==> src/rtl/wb_sram_ctrl_pkg.sv <==
// wb_sram_ctrl_pkg: shared Wishbone cycle/burst codes, FSM encoding and wait-counter width
package wb_sram_ctrl_pkg;
  localparam logic [2:0] CTI_INC    = 3'b010;
  localparam logic [1:0] BTE_LINEAR = 2'b00;
  localparam logic [1:0] BTE_WRAP4  = 2'b01;
  localparam logic [1:0] BTE_WRAP8  = 2'b10;
  localparam logic [1:0] BTE_WRAP16 = 2'b11;
  localparam int CNT_W = 4;
  typedef enum logic [2:0] {
    S_IDLE,
    S_RD,
    S_WR_SETUP,
    S_WR_PULSE,
    S_WR_HOLD,
    S_ERR
  } state_t;
endpackage

==> src/rtl/wb_sram_ctrl_burst_adr.sv <==
// wb_sram_ctrl_burst_adr: combinational next burst address, linear or wrap4/8/16 by BTE
module wb_sram_ctrl_burst_adr
  import wb_sram_ctrl_pkg::*;
#(
  parameter int AW = 18
) (
  input  logic [AW-1:0] i_adr,
  input  logic [1:0]    i_bte,
  output logic [AW-1:0] o_adr
);
  logic [AW-1:0] w_mask;
  // bits inside the mask count, bits outside it hold; linear lets the whole word roll over
  always_comb begin
    w_mask = i_bte == BTE_LINEAR ? '1 :
             i_bte == BTE_WRAP4  ? AW'(3) :
             i_bte == BTE_WRAP8  ? AW'(7) :
             i_bte == BTE_WRAP16 ? AW'(15) : '1;
    o_adr  = (i_adr & ~w_mask) | ((i_adr + 1'b1) & w_mask);
  end
endmodule

==> src/rtl/wb_sram_ctrl.sv <==
// wb_sram_ctrl: Wishbone B3 slave driving async SRAM; optional range check via WB_SRAM_RANGE_CHECK_EN
module wb_sram_ctrl
  import wb_sram_ctrl_pkg::*;
#(
  parameter int ADDRESS = 25,
  parameter int SRAM_AW = 18,
  parameter int RD_WAIT = 1,
  parameter int WR_WAIT = 1
) (
  input  logic               wb_clk_i,
  input  logic               wb_rst_i,
  input  logic               wb_cyc_i,
  input  logic               wb_stb_i,
  input  logic               wb_we_i,
  input  logic [2:0]         wb_cti_i,
  input  logic [1:0]         wb_bte_i,
  input  logic [ADDRESS-1:0] wb_adr_i,
  input  logic [3:0]         wb_sel_i,
  input  logic [31:0]        wb_dat_i,
  output logic               wb_ack_o,
  output logic               wb_rty_o,
  output logic               wb_err_o,
  output logic [31:0]        wb_dat_o,
  output logic [3:0]         wb_sel_o,
  output logic               sram_ce_no,
  output logic               sram_oe_no,
  output logic               sram_we_no,
  output logic [3:0]         sram_be_no,
  output logic [SRAM_AW-1:0] sram_adr_o,
  output logic [31:0]        sram_dat_o,
  output logic               sram_dat_oe_o,
  input  logic [31:0]        sram_dat_i
);
  state_t             r_state, w_state_nx;
  logic [CNT_W-1:0]   r_cnt;
  logic [SRAM_AW-1:0] r_adr, w_adr_nx;
  logic [3:0]         r_sel, r_sel_o;
  logic [31:0]        r_dat, r_dat_o;
  logic               r_ack, r_err, r_ce_n, r_oe_n, r_we_n, r_doe;
  logic               w_go, w_burst, w_rd_last, w_wr_last, w_oob, w_bad;
  logic               w_rd_ack, w_wr_ack, w_step;

  wb_sram_ctrl_burst_adr #(.AW(SRAM_AW)) u_burst_adr (
    .i_adr(r_adr),
    .i_bte(wb_bte_i),
    .o_adr(w_adr_nx)
  );

  assign w_go      = wb_cyc_i & wb_stb_i;
  assign w_burst   = w_go & (wb_cti_i == CTI_INC);
  assign w_rd_last = r_cnt == CNT_W'(RD_WAIT);
  assign w_wr_last = r_cnt == CNT_W'(WR_WAIT - 1);
  assign w_oob     = |(wb_adr_i >> SRAM_AW);
  assign w_rd_ack  = (r_state == S_RD) & w_go & w_rd_last;
  assign w_wr_ack  = (r_state == S_WR_PULSE) & w_wr_last & w_go;
  assign w_step    = (w_rd_ack | ((r_state == S_WR_HOLD) & r_ack)) & w_burst & ~w_bad;

`ifdef WB_SRAM_RANGE_CHECK_EN
  assign w_bad    = w_oob;
  assign wb_err_o = r_err;
`else
  logic w_unused;
  assign w_bad    = 1'b0;
  assign wb_err_o = 1'b0;
  assign w_unused = w_oob ^ r_err;
`endif

  // ack is gated by the live strobe so it can never show while stb is low
  assign wb_ack_o      = r_ack & w_go;
  assign wb_rty_o      = 1'b0;
  assign wb_dat_o      = r_dat_o;
  assign wb_sel_o      = r_sel_o;
  assign sram_ce_no    = r_ce_n;
  assign sram_oe_no    = r_oe_n;
  assign sram_we_no    = r_we_n;
  assign sram_be_no    = r_ce_n ? 4'hF : ~r_sel;
  assign sram_adr_o    = r_adr;
  assign sram_dat_o    = r_dat;
  assign sram_dat_oe_o = r_doe;

  // next state: once the WE pulse starts it always runs through hold, even if cyc drops
  always_comb begin
    w_state_nx = r_state;
    case (r_state)
      S_IDLE:     if (w_go && !r_ack && !r_err) w_state_nx = w_bad ? S_ERR : wb_we_i ? S_WR_SETUP : S_RD;
      S_RD:       if (!w_go) w_state_nx = S_IDLE;
                  else if (w_rd_last) w_state_nx = !w_burst ? S_IDLE : w_bad ? S_ERR : S_RD;
      S_WR_SETUP: w_state_nx = wb_cyc_i ? S_WR_PULSE : S_IDLE;
      S_WR_PULSE: if (w_wr_last) w_state_nx = S_WR_HOLD;
      S_WR_HOLD:  w_state_nx = !(r_ack && w_burst) ? S_IDLE : w_bad ? S_ERR : S_WR_SETUP;
      default:    w_state_nx = S_IDLE;
    endcase
  end

  // state, wait counter, latched beat and registered strobes decoded from the next state
  always_ff @(posedge wb_clk_i) begin
    if (wb_rst_i) begin
      r_state <= S_IDLE;
      r_cnt   <= '0;
      r_adr   <= '0;
      r_sel   <= '0;
      r_dat   <= '0;
      r_sel_o <= '0;
      r_dat_o <= '0;
      r_ack   <= 1'b0;
      r_err   <= 1'b0;
      r_ce_n  <= 1'b1;
      r_oe_n  <= 1'b1;
      r_we_n  <= 1'b1;
      r_doe   <= 1'b0;
    end else begin
      r_state <= w_state_nx;
      r_cnt   <= (w_state_nx == r_state && !w_step) ? r_cnt + 1'b1 : '0;
      r_ack   <= w_rd_ack | w_wr_ack;
      r_err   <= r_state == S_ERR;
      r_ce_n  <= w_state_nx inside {S_IDLE, S_ERR};
      r_oe_n  <= w_state_nx != S_RD;
      r_we_n  <= w_state_nx != S_WR_PULSE;
      r_doe   <= w_state_nx inside {S_WR_SETUP, S_WR_PULSE, S_WR_HOLD};
      if (r_state == S_IDLE && w_state_nx != S_IDLE) begin
        r_adr <= wb_adr_i[SRAM_AW-1:0];
        r_sel <= wb_sel_i;
        r_dat <= wb_dat_i;
      end
      if (w_step) r_adr <= w_adr_nx;
      if ((r_state == S_RD && w_go) || r_state == S_WR_SETUP) r_sel <= wb_sel_i;
      if (r_state == S_WR_SETUP) r_dat <= wb_dat_i;
      if (w_rd_ack) begin
        r_dat_o <= sram_dat_i;
        r_sel_o <= wb_sel_i;
      end
    end
  end
endmodule
==> config.mk <==
export PLATFORM = sky130hd
export DESIGN_NAME = wb_sram_ctrl
export DESIGN_NICKNAME = d
export VERILOG_FILES = /design/src/rtl/wb_sram_ctrl_pkg.sv /design/src/rtl/wb_sram_ctrl_burst_adr.sv /design/src/rtl/wb_sram_ctrl.sv
export SDC_FILE = /design/constraint.sdc
export NUM_CORES = 1
export LEC_CHECK = 0
export BUFFER_PORTS_ARGS = -buffer_cell sky130_fd_sc_hd__buf_2
export CAP_MARGIN = 30
export CELL_PAD_IN_SITES_DETAIL_PLACEMENT = 0
export CELL_PAD_IN_SITES_GLOBAL_PLACEMENT = 1
export CORE_ASPECT_RATIO = 0.6
export CORE_MARGIN = 5
export CORE_UTILIZATION = 30
export CTS_CLUSTER_DIAMETER = 40
export CTS_CLUSTER_SIZE = 25
export DETAILED_ROUTE_END_ITERATION = 8
export PLACE_DENSITY_LB_ADDON = 0.05
export SYNTH_ARGS = -nofsm -noshare
export SYNTH_HDL_FRONTEND = slang
export SYNTH_SLANG_ARGS = --single-unit
==> constraint.sdc <==
create_clock -name wb_clk_i -period 5.3 [get_ports wb_clk_i]
set_input_delay 1.59 -clock wb_clk_i [delete_from_list [all_inputs] [get_ports wb_clk_i]]
set_output_delay 1.59 -clock wb_clk_i [all_outputs]
set_load 0.02 [all_outputs]
==> metrics.md, run 1 <==
| Metric | Value |
|---|---|
| Status | complete, no violations |
| Synth Area in Compound Gates | 0.176 |
| Yosys cell types | 53 |
| Yosys top cell by area | dfxtp_1 |
| Skew final | 0.00836 ns |
| Fin. Hold Viols | 0 |
| Routed via count | 4,408 |
| Final design utilization | 0.403 |
| RSZ-0062 raised after global routing | no |
| Share of cells above drive strength 1 | 0.300 |
| Pwr Density | 292 nW/um2 |
| R2r startpoint | r_cnt[1] |
| Slowest stage cell, crit path | and3_1 |
| Leakage Power | 2.49 nW |
| Drt total wl | 14.4 mm |
| Worst-Skew Late Latency | 0.34 ns |
| Most used cell, CP | buf_2 |
| DR iter-0 viols | 188 |
| Critical path buffer and inverter count | 2 |
| Req. time, crit path | 3.71 ns |
| Antenna viol nets, final | 0 |
| CTS clk-pin slew, worst paths | 0.07 ns |
| Fillers | 1,535 |
| TritonCTS Buffers | 9 |
| First-pass GRT wire length | 21.9 mm |
| Sequential area share after synthesis | 0.473 |
| Cell Area, Synth | 4360 um2 |
| Max Slew Vio Count | 0 |
| Achievable frequency | 279 MHz |
| # IOs | 200 |
| Synthesis-to-layout area growth | 32.9% |
| #FFs+latches synth | 103 |
| CTS tree | yes |
| Die ar. | 17,100 um2 |
| Clock sink total | 103 |
| FF+latch area | 2060 um2 |
| Synth warn | 0 |
| Count leader, synth | nand2_1 |
| Post-layout nets | 830 |
| Worst reg-to-reg path cell count | 8 |
| Post-cts gate resize count | 0 |
| Minimum clock period | 3.59 ns |
| Hold-fix buffer count after cts | 0 |
| Drt first pass iters | 4 |
| Root Driver | clkbuf_16 |
| Remaining Overflow, GRT | 0 |
| Post-CTS Setup Inserts | 0 |
| CP Data Arrival Time | 2.00 ns |
| Setup crit end kind | primary output |
| Synth Area in Simple Gates | 0.261 |
| Critical Path Start | wb_stb_i |
| PortBufs | 190 |
| Yosys top cell area share | 0.473 |
| Antenna violations before repair | 1 |
| Setup CP Type | in2out |
| CP peak stage delay | 0.15 ns |
| Ys async rst share | 0 |
| Worst R2R Setup Slack | 2.54 ns |
| Worst vdd ir | 0.000138 V |
| Crit path max-delay family | buffers and inverters |
| DR WL/cell | 15.6 um |
| CP Depth | 3 |
| Hold crit path type | reg2reg |
| Detail-routed via count per cell | 4.77 |
| Critical Path Source Type | primary input |
| Clock Path Buffers | 2 |
| Post-synthesis mux area share | 0.0138 |
| CP cell instances | buf_2, and3_1, buf_2 |
| # H-tree levels | 3 |
| Number of remaining DRC errors | 0 |
| Main combinational cell family by area after synthesis | simple AND/OR/NAND/NOR gates |
| Starting Density | 0.303 |
| HPWL after DPL | 10.8 mm |
| Row cnt | 34 |
| Tightest Pin Transition | 0.646 ns |
| GR Util All Layers | 0.160 |
| Period utilization | 0.677 |
| Die height | 103 um |
| Crit Path Max Fanout | 3 |
| Largest net degree at the start of global routing | 48 |
| Setup crit end | wb_ack_o |
| Adder-Cell Fraction of Synth Area | 0.0172 |
| Setup total negative slack | 0 ns |
| Core footprint | 14,400 um2 |
| Top cells by area, synth | dfxtp_1 47%, nand2_1 14%, a21oi_1 9.1% |
| Post-synthesis xor/xnor area fraction | 0.0181 |
| Syn_area_per_cell | 7.98 um2 |
| Final setup fails | 0 |
| Commonest cells post-synth | 163 x nand2_1, 103 x dfxtp_1, 79 x a21oi_1 |
| EDFF count, synth | 0 |
| Worst rel slew slack | 0.568 |
| Area of the multi-input gates | 2150 um2 |
| Cells after Synth | 547 |
| Chip width | 166 um |
| Vias in the first global route | 4,036 |
| Ys flop type | dfxtp_1 |
| Max-Cap Viols | 0 |
| GPL Wtd Cong | 0.789 |
==> tightest hold or removal path: cells and delay by family, from the launching register on <==
family,cells,cell delay (ns)
simple gates,1,0.05
compound gates,1,0.05
flops,1,0.31
==> per-layer routing <==
layer | global-route usage | part of all wire | up-vias
li1 | - | - | 2226
met1 | 0.226 | 0.49 | 2043
met2 | 0.233 | 0.42 | 131
met3 | 0.0623 | 0.088 | 6
met4 | 0.0323 | 0.0040 | 2
met5 | 0 | 0.00090 | -
==> final cells by class <==
cell class | instances | area share
Clock inverter | 6 | 0.0108
Clock buffer | 10 | 0.0395
Multi-Input combinational cell | 401 | 0.370
Antenna cell | 1 | 0.000431
Timing Repair Buffer | 197 | 0.175
Tap cell | 198 | 0.0427
Inverter | 9 | 0.00583
Sequential cell | 103 | 0.356
==> cells in the final DEF, fill, tap and decap left out, types with 3 or more instances in the layout <==
cell type	instances
o31ai_1	7
mux2i_1	6
nand2_1	163
nor2_1	18
buf_2	190
inv_1	8
clkbuf_16	9
nor4_1	6
and2_1	6
a221oi_1	3
nor3_1	5
a311oi_1	5
xnor2_1	4
nand4_1	7
and4_1	3
or4_1	7
nand3_1	12
ha_1	6
a22oi_1	4
xor2_1	5
a31oi_1	7
a21oi_1	79
nand2b_1	9
o311ai_0	4
buf_4	6
dfxtp_1	103
==> metrics by stage <==
stage	setup WS, ns	instance area (um2)	total power [mW]	hold WS (ns)	cells
floorplan	1.87	4370	0.966	0.462	548
global placement	1.50	5490	1.06	0.435	907
detailed placement	1.54	5510	1.06	0.443	908
CTS	1.70	5800	1.72	0.454	924
global route	1.66	5800	1.78	0.465	924
finish	1.71	5800	1.69	0.449	925
==> cells by family after synthesis <==
kind of cell / after synthesis
other cells: 1
simple gates: 252
fa+ha+maj: 6
xor+xnor: 9
mux: 6
compound gates: 126
flops: 103
buf+inv: 44
==> where the power goes <==
part	total (mW)	internal [mW]	switching, mW
logic	0.215	0.0833	0.131
registers	0.830	0.804	0.0266
clock network	0.647	0.332	0.315
==> how the worst min path moves through the flow <==
stage                 startpoint            to  slack, ns  cells after the start
floorplan               r_sel[0]      r_sel[0]       0.46                      2
global placement    wb_dat_o[12]  wb_dat_o[12]       0.43                      2
detailed placement  wb_dat_o[18]  wb_dat_o[18]       0.44                      2
CTS                 wb_dat_o[25]  wb_dat_o[25]       0.45                      2
global route        wb_dat_o[16]  wb_dat_o[16]       0.46                      2
finish              wb_dat_o[21]  wb_dat_o[21]       0.45                      2
Note: power is estimated with default switching activity, not from simulation.
==> run 2: changes to the inputs <==
--- a/config.mk
+++ b/config.mk
@@ -11,7 +11,7 @@
 export CELL_PAD_IN_SITES_GLOBAL_PLACEMENT = 1
 export CORE_ASPECT_RATIO = 0.6
 export CORE_MARGIN = 5
-export CORE_UTILIZATION = 30
+export CORE_UTILIZATION = 29
 export CTS_CLUSTER_DIAMETER = 40
 export CTS_CLUSTER_SIZE = 25
 export DETAILED_ROUTE_END_ITERATION = 8
==> constraint.sdc (replaced) <==
create_clock -name wb_clk_i -period 3.05 [get_ports wb_clk_i]
set_input_delay 0.915 -clock wb_clk_i [delete_from_list [all_inputs] [get_ports wb_clk_i]]
set_output_delay 0.915 -clock wb_clk_i [all_outputs]
set_load 0.02 [all_outputs]
==> metrics.md, run 2 (synthesis gave the netlist of run 1 again) <==
| Metric | Value |
|---|---|
| Status | complete, no violations |
| First-pass GRT wire length | 23.2 mm (+5.6%) |
| Req. time, crit path | 3.33 ns (-0.38 ns) |
| Hold Slack | 0.448 ns (-0.000892 ns) |
| FF+latch area | 2060 um2 (unchanged) |
| Post-layout nets | 835 (+0.60%) |
| Die ar. | 17,700 um2 (+3.2%) |
| CTS clk-pin slew, worst paths | 0.07 ns (about the same) |
| Setup CP Type | in2reg |
| DR WL/cell | 16.1 um (+3.1%) |
| Remaining Overflow, GRT | 0 (unchanged) |
| GPL Wtd Cong | 0.772 (-2.2%) |
| Post-CTS Setup Inserts | 0 (unchanged) |
| Clock sink total | 103 (unchanged) |
| TritonCTS Buffers | 9 (unchanged) |
| Max-Cap Viols | 0 (unchanged) |
| Clock Path Buffers | 2 (unchanged) |
| CP Data Arrival Time | 2.85 ns (+0.85 ns) |
| Setup total negative slack | 0 ns (unchanged) |
| Period utilization | 0.843 |
| Fillers | 1,592 (+3.7%) |
| PortBufs | 190 (unchanged) |
| Vias in the first global route | 4,192 (+3.9%) |
| Core footprint | 14,600 um2 (+1.8%) |
| Drt first pass iters | 5 (+1) |
| Achievable frequency | 389 MHz |
| Drt total wl | 15.0 mm (+3.6%) |
| Crit Path Max Fanout | 4 (+1) |
| Antenna viol nets, final | 0 (unchanged) |
| Hold crit path type | reg2reg |
| Skew final | 0.0153 ns (+0.00696 ns) |
| Largest net degree at the start of global routing | 59 (+23%) |
| HPWL after DPL | 11.0 mm (+1.8%) |
| Fin. Hold Viols | 0 (unchanged) |
| Routed via count | 4,445 (+0.84%) |
| Area of the multi-input gates | 2150 um2 (unchanged) |
| RSZ-0062 raised after global routing | no |
| Power, Total | 3.02 mW (+78%) |
| Pwr Density | 517 nW/um2 (+77%) |
| Detail-routed via count per cell | 4.78 (+0.41%) |
| Final setup fails | 0 (unchanged) |
| Row cnt | 34 (unchanged) |
| Share of cells above drive strength 1 | 0.305 (+0.00479) |
| Post-cts gate resize count | 0 (unchanged) |
| Commonest non-fill, non-tap cell in the layout | buf_2 |
| Hold-fix buffer count after cts | 0 (unchanged) |
| Grt peak-use layer | met2 |
| Root Driver | clkbuf_16 |
| Met2 Use GR | 0.233 (+0.000621) |
| Antenna violations before repair | 2 (+1) |
| Worst-Skew Late Latency | 0.34 ns (about the same) |
| Chip width | 168 um (+1.6%) |
| Final design utilization | 0.399 (-0.00464) |
| Global-route track usage on met3 | 0.0626 (+0.000355) |
| # IOs | 200 (unchanged) |
| GR Util All Layers | 0.162 (+0.00154) |
| Max Slew Vio Count | 0 (unchanged) |
| Leakage Power | 2.52 nW (+0.90%) |
| Worst vdd ir | 0.000263 V (+91%) |
| Synthesis-to-layout area growth | 33.7% |
| Critical Path Source Type | primary input |
| DR iter-0 viols | 263 (+40%) |
| Antenna cells | 0 (-1) |
| Worst rel slew slack | 0.541 (-0.0269) |
| Die height | 105 um (+1.5%) |
| Setup crit end kind | flop |
| Met1 usage | 0.233 (+0.00666) |
| # H-tree levels | 3 (unchanged) |
| Tightest Pin Transition | 0.688 ns (+0.0421 ns) |
| Starting Density | 0.298 (-0.00529) |
| CTS tree | yes |
| Highest-count cells in the layout ignoring fill and taps | 190 x buf_2, 163 x nand2_1, 103 x dfxtp_1 |
| Number of remaining DRC errors | 0 (unchanged) |
| Minimum clock period | 2.57 ns |
-- run 2: changes by cell type in the layout (fill, tap and decap cells not counted), sizes merged --
cell / previous run / this run
bufinv: 0 / 1
clkinv: 4 / 2
buf: 197 / 202
clkinvlp: 0 / 1
diode: 1 / 0
-- run 2: critical path: stages --
cell	delay, ns
buf_2	0.10
or3b_2	0.49
a2111oi_0	0.55
o31ai_1	0.20
a211oi_1	0.41
and2_1	0.18
-- run 2: path summary, 6_finish.rpt --
check | from | slack, ns | end | cells past startpoint
max | wb_cti_i[0] | 0.48 | r_cnt[3] | 6
min | wb_dat_o[22] | 0.45 | wb_dat_o[22] | 2
max reg2reg | r_cnt[1] | 0.57 | flop | 8
min reg2reg | wb_dat_o[22] | 0.45 | wb_dat_o[22] | 2
-- run 2: cell type report --
class	count	share of cell area
Clock buffer	10	0.0392
Sequential cell	103	0.353
Inverter	9	0.00579
Tap cell	198	0.0425
Timing Repair Buffer	202	0.178
Clock inverter	6	0.0129
Multi-Input combinational cell	401	0.368
-- run 2: per-layer routing --
layer  vias up  share of wire
li1       2250              -
met3         8           0.10
met4         4         0.0033
met2       163           0.42
met5         -         0.0013
met1      2020           0.48
-- run 2: metrics by stage --
stage | area, um2 | setup WS (ns) | cells
floorplan | 4370 | 0.571 | 548
finish | 5830 | 0.480 | 929
global route | 5830 | 0.381 | 929
CTS | 5830 | 0.495 | 929
detailed placement | 5530 | 0.173 | 913
global placement | 5530 | 0.180 | 913
-- run 2: where the power goes --
part	internal, mW	switching, mW	total (mW)
Sequential	1.40	0.0446	1.44
Clock	0.652	0.548	1.20
Combinational	0.146	0.229	0.375
Total	2.19	0.822	3.02
==> run 3: changes to the inputs <==
--- a/config.mk
+++ b/config.mk
@@ -11,7 +11,7 @@
 export CELL_PAD_IN_SITES_GLOBAL_PLACEMENT = 1
 export CORE_ASPECT_RATIO = 0.6
 export CORE_MARGIN = 5
-export CORE_UTILIZATION = 29
+export CORE_UTILIZATION = 30
 export CTS_CLUSTER_DIAMETER = 40
 export CTS_CLUSTER_SIZE = 25
 export DETAILED_ROUTE_END_ITERATION = 8
==> constraint.sdc (replaced) <==
create_clock -name wb_clk_i -period 2.6 [get_ports wb_clk_i]
set_input_delay 0.78 -clock wb_clk_i [delete_from_list [all_inputs] [get_ports wb_clk_i]]
set_output_delay 0.78 -clock wb_clk_i [all_outputs]
set_load 0.02 [all_outputs]
==> metrics.md, run 3 (synthesis gave the netlist of run 1 again) <==
| Metric | Value |
|---|---|
| Status | complete, no violations |
| Minimum clock period | 2.38 ns |
| Synthesis-to-layout area growth | 36.7% |
| # H-tree levels | 3 (unchanged) |
| GPL Wtd Cong | 0.808 (+4.7%) |
| Row cnt | 34 (unchanged) |
| Highest-count cells in the layout ignoring fill and taps | 190 x buf_2, 163 x nand2_1, 103 x dfxtp_1 |
| Achievable frequency | 420 MHz |
| Post-cts gate resize count | 0 (unchanged) |
| Largest net degree at the start of global routing | 39 (-34%) |
| HPWL after DPL | 10.9 mm (-0.31%) |
| Routed via count | 4,460 (+0.34%) |
| Fin. Hold Viols | 0 (unchanged) |
| Hold crit path type | reg2reg |
| Dpl ws | 0.0231 ns (-0.150 ns) |
| DR iter-0 viols | 226 (-14%) |
| Leakage Power | 2.59 nW (+2.8%) |
| Crit Path Max Fanout | 11 (+7) |
| Worst vdd ir | 0.000339 V (+29%) |
| CTS clk-pin slew, worst paths | 0.07 ns (about the same) |
| Setup total negative slack | 0 ns (unchanged) |
| RSZ-0062 raised after global routing | no |
| Core footprint | 14,400 um2 (-1.7%) |
| Root Driver | clkbuf_16 |
| Post-layout nets | 846 (+1.3%) |
| Chip width | 166 um (-1.6%) |
| # IOs | 200 (unchanged) |
| GR Util All Layers | 0.165 (+0.00384) |
| Drt first pass iters | 4 (-1) |
| Fillers | 1,523 (-4.3%) |
| Die height | 103 um (-1.5%) |
| Die ar. | 17,100 um2 (-3.1%) |
| Hold Slack | 0.448 ns (-0.000246 ns) |
| Max-Cap Viols | 0 (unchanged) |
| Skew final | 0.00939 ns (-0.00593 ns) |
| Antenna violations before repair | 2 (unchanged) |
| Tightest Pin Transition | 0.634 ns (-0.0542 ns) |
| Worst-Skew Late Latency | 0.34 ns (about the same) |
| Power, Total | 3.54 mW (+18%) |
| DR WL/cell | 15.6 um (-3.4%) |
| PortBufs | 190 (unchanged) |
| Commonest non-fill, non-tap cell in the layout | buf_2 |
| Antenna viol nets, final | 0 (unchanged) |
| Detail-routed via count per cell | 4.75 (-0.73%) |
| Setup CP Type | reg2reg |
| Final setup fails | 0 (unchanged) |
| Hold-fix buffer count after cts | 0 (unchanged) |
| Setup crit end kind | flop |
| TritonCTS Buffers | 9 (unchanged) |
| Post-route cell area | 5970 um2 (+2.3%) |
| Final setup margin | 0.217 ns (-0.263 ns) |
| Pwr Density | 594 nW/um2 (+15%) |
| CP Data Arrival Time | 2.63 ns (-0.22 ns) |
| Clock Path Buffers | 2 (unchanged) |
| Period utilization | 0.917 |
| Share of cells above drive strength 1 | 0.316 (+0.0107) |
| First-pass GRT wire length | 22.8 mm (-1.5%) |
| Max Slew Vio Count | 0 (unchanged) |
| Req. time, crit path | 2.85 ns (-0.48 ns) |
| Starting Density | 0.303 (+0.00529) |
| Remaining Overflow, GRT | 0 (unchanged) |
| Drt total wl | 14.6 mm (-2.3%) |
| Critical Path Source Type | flop |
| Number of remaining DRC errors | 0 (unchanged) |
| CTS tree | yes |
| Antenna cells | 0 (unchanged) |
| Placed cell areas | 5640 um2 (+2.0%) |
| Vias in the first global route | 4,134 (-1.4%) |
| Worst rel slew slack | 0.576 (+0.0353) |
| Clock sink total | 103 (unchanged) |
-- run 3: where the power goes --
part	internal, mW	switching [mW]
Clock	0.779	0.614
Sequential	1.64	0.0529
Combinational	0.189	0.272
-- run 3: timing repair --
action	CTS	global route
buffers inserted	0	1
setup endpoints to repair	0	4
hold endpoints to repair	0	0
-- run 3: metrics by stage --
| stage | instances | utilization |
|---|---|---|
| after floorplan | 548 | - |
| after global placement | 923 | 0.392 |
| after detailed placement | 923 | 0.392 |
| after CTS | 938 | 0.414 |
| after global routing | 939 | 0.415 |
| final | 939 | 0.415 |
-- run 3: critical path, stage by stage, from the launching register on --
cell	delay, ns
dfxtp_1	0.39
ha_1	0.21
or3b_1	0.42
or4_1	0.52
a21oi_4	0.22
buf_12	0.16
o22ai_1	0.08
a221oi_1	0.30
-- run 3: metal layers --
metal  vias to the layer above  GRT usage  part of all wire
met5                         -          0            0.0014
met2                       143      0.235              0.41
met1                      2039      0.239              0.50
met3                        10     0.0623             0.086
li1                       2264          -                 -
met4                         4     0.0349            0.0056
-- run 3: cell type report --
cell class	instances	area, um2	area share
clock buffers	10	239	0.0401
clock inverters	5	63.8	0.0107
inverters	9	33.8	0.00566
multi-input cells	401	2150	0.360
flip-flops and latches	103	2060	0.346
well taps	198	248	0.0415
repair buffers	213	1170	0.197
-- run 3: final timing paths --
check / start / to / slack, ns / depth (start not counted)
max: r_cnt[0] / flop / 0.22 / 7
min reg2reg: wb_dat_o[4] / wb_dat_o[4] / 0.45 / 2
max reg2reg: r_cnt[0] / flop / 0.22 / 7
min: wb_dat_o[4] / wb_dat_o[4] / 0.45 / 2
